**src/rtl/dbus_pkg.sv**
```systemverilog
// Shared constants for the data-bus responder: I/O register offsets and
// STATUS register bit positions.
package dbus_pkg;

    localparam int unsigned OFF_OUT_DATA = 0;
    localparam int unsigned OFF_STATUS   = 1;
    localparam int unsigned OFF_CYC_LO   = 2;
    localparam int unsigned OFF_CYC_HI   = 3;
    localparam int unsigned OFF_SCRATCH  = 4;

    localparam int unsigned ST_FULL    = 0;
    localparam int unsigned ST_EMPTY   = 1;
    localparam int unsigned ST_CNT_LSB = 4;
    localparam int unsigned ST_CNT_W   = 4;
    localparam int unsigned ST_OVF     = 15;

    localparam int unsigned CNT_W = 32;

endpackage

```
**src/rtl/dbus_responder_sync_fifo.sv**
```systemverilog
// Output FIFO with a registered head word; a push into a full FIFO is only
// accepted when the head is popped in the same cycle.
module sync_fifo #(
    parameter int DWIDTH = 16,
    parameter int DEPTH  = 8
) (
    input  logic                       clk,
    input  logic                       rst,
    input  logic                       push,
    input  logic [DWIDTH-1:0]          push_data,
    input  logic                       pop_ready,
    output logic                       out_valid,
    output logic [DWIDTH-1:0]          out_data,
    output logic                       full,
    output logic                       empty,
    output logic [$clog2(DEPTH+1)-1:0] count,
    output logic                       drop
);

    localparam int PW = $clog2(DEPTH);
    localparam int CW = $clog2(DEPTH + 1);

    logic [DWIDTH-1:0] mem [DEPTH];
    logic [PW-1:0]     wr_ptr, rd_ptr, rd_next;
    logic [CW-1:0]     count_next;
    logic [DWIDTH-1:0] head_next;
    logic              do_push, do_pop;

    assign full  = (count == CW'(DEPTH));
    assign empty = (count == '0);

    always_comb begin
        do_pop     = out_valid && pop_ready;
        do_push    = push && (!full || do_pop);
        drop       = push && full && !do_pop;
        rd_next    = rd_ptr + PW'(do_pop);
        count_next = count + CW'(do_push) - CW'(do_pop);
        head_next  = out_data;
        // The slot being written this cycle becomes the head when the FIFO
        // would otherwise be empty, so bypass the storage array.
        if (count_next != '0)
            head_next = (do_push && wr_ptr == rd_next) ? push_data : mem[rd_next];
    end

    always_ff @(posedge clk) begin
        if (do_push)
            mem[wr_ptr] <= push_data;
    end

    always_ff @(posedge clk) begin
        if (rst) begin
            wr_ptr    <= '0;
            rd_ptr    <= '0;
            count     <= '0;
            out_valid <= 1'b0;
            out_data  <= '0;
        end else begin
            wr_ptr    <= wr_ptr + PW'(do_push);
            rd_ptr    <= rd_next;
            count     <= count_next;
            out_valid <= (count_next != '0);
            out_data  <= head_next;
        end
    end

endmodule

```
**src/rtl/dbus_responder.sv**
```systemverilog
// Responder end of the CPU data port: RAM below IO_BASE, memory-mapped output
// FIFO, status, free-running cycle counter and scratch register above it.
module dbus_responder
    import dbus_pkg::*;
#(
    parameter int          AWIDTH     = 8,
    parameter int          DWIDTH     = 16,
    parameter int          FIFO_DEPTH = 8,
    parameter int unsigned IO_BASE    = 'hF0
) (
    input  logic              clk,
    input  logic              rst,
    input  logic              i_rd,
    input  logic [AWIDTH-1:0] i_raddr,
    input  logic              i_wr,
    input  logic [AWIDTH-1:0] i_waddr,
    input  logic [DWIDTH-1:0] i_wdata,
    output logic [DWIDTH-1:0] o_rdata,
    output logic              o_out_valid,
    output logic [DWIDTH-1:0] o_out_data,
    input  logic              i_out_ready,
    output logic              o_irq
);

    localparam logic [AWIDTH-1:0] IO_BASE_A = AWIDTH'(IO_BASE);
    localparam int                CW        = $clog2(FIFO_DEPTH + 1);

    logic [DWIDTH-1:0] ram [IO_BASE];
    logic [CNT_W-1:0]  cyc_cnt;
    logic [15:0]       cyc_hi_snap;
    logic [DWIDTH-1:0] scratch;
    logic              ovf;

    logic              r_io, w_io;
    logic [AWIDTH-1:0] roff, woff;
    logic              ram_we, push, ovf_clr, scratch_we, snap_ld;
    logic [DWIDTH-1:0] status, rd_mux;
    logic [ST_CNT_W-1:0] occ;

    logic          fifo_full, fifo_empty, fifo_drop;
    logic [CW-1:0] fifo_count;

    assign r_io = (i_raddr >= IO_BASE_A);
    assign w_io = (i_waddr >= IO_BASE_A);
    assign roff = i_raddr - IO_BASE_A;
    assign woff = i_waddr - IO_BASE_A;

    assign ram_we     = i_wr && !w_io;
    assign push       = i_wr && w_io && (woff == AWIDTH'(OFF_OUT_DATA));
    assign ovf_clr    = i_wr && w_io && (woff == AWIDTH'(OFF_STATUS)) && i_wdata[ST_OVF];
    assign scratch_we = i_wr && w_io && (woff == AWIDTH'(OFF_SCRATCH));
    assign snap_ld    = i_rd && r_io && (roff == AWIDTH'(OFF_CYC_LO));

    sync_fifo #(
        .DWIDTH (DWIDTH),
        .DEPTH  (FIFO_DEPTH)
    ) u_fifo (
        .clk       (clk),
        .rst       (rst),
        .push      (push),
        .push_data (i_wdata),
        .pop_ready (i_out_ready),
        .out_valid (o_out_valid),
        .out_data  (o_out_data),
        .full      (fifo_full),
        .empty     (fifo_empty),
        .count     (fifo_count),
        .drop      (fifo_drop)
    );

    always_comb begin
        occ = (int'(fifo_count) > 15) ? ST_CNT_W'(15) : ST_CNT_W'(fifo_count);
        status                         = '0;
        status[ST_FULL]                = fifo_full;
        status[ST_EMPTY]               = fifo_empty;
        status[ST_CNT_LSB +: ST_CNT_W] = occ;
        status[ST_OVF]                 = ovf;
    end

    // All read sources are sampled before this edge's writes land, which gives
    // read-before-write for RAM and I/O alike.
    always_comb begin
        rd_mux = '0;
        if (!r_io) begin
            rd_mux = ram[i_raddr];
        end else begin
            case (roff)
                AWIDTH'(OFF_STATUS):  rd_mux = status;
                AWIDTH'(OFF_CYC_LO):  rd_mux = DWIDTH'(cyc_cnt[15:0]);
                AWIDTH'(OFF_CYC_HI):  rd_mux = DWIDTH'(cyc_hi_snap);
                AWIDTH'(OFF_SCRATCH): rd_mux = scratch;
                default:              rd_mux = '0;
            endcase
        end
    end

    always_ff @(posedge clk) begin
        if (ram_we)
            ram[i_waddr] <= i_wdata;
    end

    always_ff @(posedge clk) begin
        if (rst) begin
            o_rdata     <= '0;
            cyc_cnt     <= '0;
            cyc_hi_snap <= '0;
            scratch     <= '0;
            ovf         <= 1'b0;
        end else begin
            cyc_cnt <= cyc_cnt + 1'b1;
            if (i_rd)
                o_rdata <= rd_mux;
            if (snap_ld)
                cyc_hi_snap <= cyc_cnt[31:16];
            if (scratch_we)
                scratch <= i_wdata;
            // A new overflow in the same cycle as a software clear wins.
            if (fifo_drop)
                ovf <= 1'b1;
            else if (ovf_clr)
                ovf <= 1'b0;
        end
    end

    assign o_irq = ovf;

endmodule
```
**config.mk**
```make
export PLATFORM = sky130hd
export DESIGN_NAME = dbus_responder
export DESIGN_NICKNAME = d
export VERILOG_FILES = /design/src/rtl/dbus_pkg.sv /design/src/rtl/dbus_responder_sync_fifo.sv /design/src/rtl/dbus_responder.sv
export SDC_FILE = /design/constraint.sdc
export NUM_CORES = 2
export LEC_CHECK = 0
export ABC_AREA = 1
export CAP_MARGIN = 20
export CELL_PAD_IN_SITES_DETAIL_PLACEMENT = 1
export CELL_PAD_IN_SITES_GLOBAL_PLACEMENT = 2
export CORE_ASPECT_RATIO = 0.8
export CORE_MARGIN = 2
export CORE_UTILIZATION = 45
export DETAILED_ROUTE_END_ITERATION = 10
export GPL_ROUTABILITY_DRIVEN = 1
export PLACE_DENSITY = 0.87
export SYNTH_ARGS = -nofsm -noshare
export SYNTH_HDL_FRONTEND = slang
export SYNTH_HIERARCHICAL = 1
export SYNTH_SLANG_ARGS = --single-unit
```
**constraint.sdc**
```tcl
create_clock -name clk -period 4.7 [get_ports clk]
set_clock_uncertainty 0.1 [all_clocks]
set_input_delay 0.94 -clock clk [delete_from_list [all_inputs] [get_ports clk]]
set_output_delay 0.94 -clock clk [all_outputs]
set_load 0.1 [all_outputs]
```
==> flow_metrics.env <==
export IMPL_setup_viol=0
export IMPL_multiInputGateArea_sq_um=33900
export IMPL_die_h_um=537
export IMPL_fmax_ghz=0.264
export IMPL_fin_hold_ws_ns=0.343
export IMPL_clock_latency_ns=0.98
export IMPL_maxCapViolCount=0
export IMPL_holdPathEnd="ram[38][9]"
export IMPL_antenna_found_initial=36
export IMPL_cp_required_ns=5.45
export IMPL_ys_ff_latch=4076
export IMPL_ant_nets=0
export IMPL_post_cts_resized=0
export IMPL_clk_pin_slew_ns=0.07
export IMPL_via_count=112000
export IMPL_grt_overflow_total=0
export IMPL_cp_arrival_ns=4.54
export IMPL_grt_max_degree=111
export IMPL_r2r_end="u_fifo/out_data[8]"
export IMPL_status="finished clean"
export IMPL_p_leak_uw=0.0648
export IMPL_path_class="input port to register"
export IMPL_place_gp_congestion=0.883
export IMPL_ctsHoldBuffers=0
export IMPL_synthDistinctLibCells=44
export IMPL_fin_crit_sh=0.806
export IMPL_rsz0062_at_grt="false"
export IMPL_synth_edf_count=3968
export IMPL_synth_cells=13000
export IMPL_synth_warnings=6
export IMPL_num_fill_cells=35700
export IMPL_cts_max_level=5
export IMPL_hpwl_mm=337
export IMPL_final_core_util=0.519
export IMPL_period_needed_ns=3.79
export IMPL_final_net_count=13600
export IMPL_postCtsSetupBuffers=0
export IMPL_critPathLaunchType="input port"
export IMPL_coreArea_sq_um=354000
export IMPL_avgViaCountPerCell=6.01
export IMPL_routedWlPerCell_um=30.3
export IMPL_maxSlewViolCount=0
export IMPL_drtIter0Drc=15200
export IMPL_clock_sinks=4076
export IMPL_rows=195
export IMPL_rr_worst_depth=17
export IMPL_ys_flop_type="edfxtp_1"
export IMPL_port_buffers=70
export IMPL_end_kind="register"
export IMPL_regArea_sq_um=121000
export IMPL_hold_viol=0
export IMPL_syn2layout_area_growth_pct=14.5
export IMPL_die_x_um=671
export IMPL_clockBufferDepth=4
export IMPL_drt_wl_total_mm=564
export IMPL_r2r_slack_ns=1.67
export IMPL_final_area_sq_um=183000
export IMPL_power_density_nw_per_um2=427
export IMPL_grt_total_usage=0.306
export IMPL_drive_gt1_frac=0.0960
export IMPL_grt_pass1_vias=116000
export IMPL_cts_tree="built"
export IMPL_r2r_start="u_fifo/count[2]"
export IMPL_max_vdd_ir_drop_uv=342
export IMPL_setup_tns_ns=0
export IMPL_maxSlewHeadroom=0.220
export IMPL_netlist_area_sq_um=160000
export IMPL_hp_class="input port to register"
export IMPL_synthesis_nets=13100
export IMPL_placed_area_sq_um=171000
export IMPL_cts_buffers_inserted=394
export IMPL_path_max_fanout=15
export IMPL_clock_root_buffer="clkbuf_16"
export IMPL_worst_pin_slew_ns=1.17
export IMPL_drt_first_pass_iters=8
export IMPL_start_util=0.453
export IMPL_drcViolationCount=0
export IMPL_grt_pass1_wl_mm=805
export IMPL_holdPathStages=1
export IMPL_dieArea_sq_um=361000
export IMPL_hold_start="i_wdata[9]"
export IMPL_yosysSeqAreaShare=0.758
export IMPL_syn_area_per_cell_sq_um=12.3
export IMPL_async_flop_share=0
export IMPL_top_level_ports=71
[worst max-delay path, cell delays in order]
cell             delay (ns)
clkdlybuf4s50_1        0.48
nand2_1                0.09
inv_1                  0.10
nand3_1                0.11
nor4_1                 0.53
buf_4                  0.24
nand2_1                0.09
inv_2                  0.08
nand2_1                0.06
nand2_1                0.08
ha_1                   0.19
inv_1                  0.08
fa_1                   0.55
nand2_1                0.08
nor2_1                 0.10
nand3_1                0.17
inv_1                  0.10
buf_4                  0.19
nand2_1                0.08
a21oi_1                0.19
[layout by cell type, fill, tap and decap left out, drive strengths merged, types with 230 or more instances in the layout]
cell type  netlist  routed
a22oi          230     230
clkbuf         289     490
nand4          566     566
edfxtp        3968    3968
nor2          1207    1207
buf            404     729
a21oi          495     495
nand2         4213    4213
nand3          698     698
inv            502     511
[report_power, final]
part           total [uW]  internal [uW]  switching, uW
logic                6550           1500           5050
registers           40100          40000            115
clock network       31600          17600          14000
total               78200          59000          19200
[synth_stat cells, types with 2 or more instances]
cell       number  area, sq um
nand2_1      4209        15800
edfxtp_1     3968       119000
nor2_1       1201         4510
nand3_1       696         3480
nand4_1       566         3540
a21oi_1       495         2480
inv_1         492         1850
buf_2         321         1610
clkbuf_1      289         1080
a22oi_1       230         1730
o21ai_0       130          651
dfxtp_1       108         2160
and2_1         90          563
buf_1          74          278
nor3_1         46          230
a211oi_1       12         90.1
o22ai_1        12         75.1
ha_1           10          125
inv_2          10         37.5
o21ai_1        10         50.1
nor3b_1         9         67.6
buf_4           6         45.0
nand3b_1        6         45.0
o211ai_1        5         37.5
or2_2           5         31.3
xnor2_1         5         43.8
a2111oi_0       4         35.0
nand2_2         4         25.0
nor2_2          4         25.0
or2_0           4         25.0
a31oi_1         3         18.8
buf_6           3         33.8
clkinv_1        3         11.3
nor4_1          3         18.8
a22o_1          2         17.5
and3_1          2         12.5
nand3_2         2         20.0
nor2_4          2         22.5
o21a_1          2         15.0
[metrics by stage]
step | total power, uW | cells | worst slack, ns
floorplan | 44000 | 13000 | 0.916
global placement | 47000 | 17900 | -0.182
detailed placement | 47200 | 17900 | -0.0142
CTS | 78200 | 18600 | 0.915
global route | 79900 | 18600 | 0.610
finish | 78200 | 18600 | 0.913
[how the worst max path moves through the flow]
stage                          start             endpoint  depth (start not counted)
after floorplan           i_waddr[7]  u_fifo/out_data[12]                         19
after global placement    i_waddr[6]   u_fifo/out_data[5]                         20
after detailed placement  i_waddr[5]   u_fifo/out_data[8]                         20
after CTS                 i_waddr[4]   u_fifo/out_data[8]                         20
after global routing      i_waddr[4]   u_fifo/out_data[1]                         20
final                     i_waddr[4]   u_fifo/out_data[8]                         20
[state kept, by name, summed over array words and instances, names as in the netlist, 4 cells and up]
register	cells
cyc_cnt	32
u_fifo/count	4
ram	3840
o_rdata	16
u_fifo/mem	128
scratch	16
u_fifo/out_data	16
cyc_hi_snap	16
[layout make-up]
class	instances	share of cell area
diodes	15	0.000205
flip-flops and latches	4076	0.662
clock buffers	489	0.0569
well taps	4728	0.0323
clock inverters	229	0.0110
repair buffers	777	0.0425
multi-input cells	7774	0.185
inverters	505	0.0105
[logic make-up (layout without fill, tap and decap cells)]
kind of cell,after synthesis,count (layout),share of synthesized area
simple gates,6850,6850,0.178
buf+inv,1198,2000,0.0309
xor+xnor,6,6,0.000328
fa+ha+maj,11,11,0.000907
compound gates,907,907,0.0325
other cells,0,15,0
flops,4076,4076,0.758
[per-layer routing]
metal	global-route usage	up-vias	wire (um)
li1	-	46600	-
met3	0.0579	1251	57000
met4	0.138	20	27300
met5	0	-	131
met2	0.488	6499	260000
met1	0.411	57400	220000
Power figures use the tool's default switching activity.
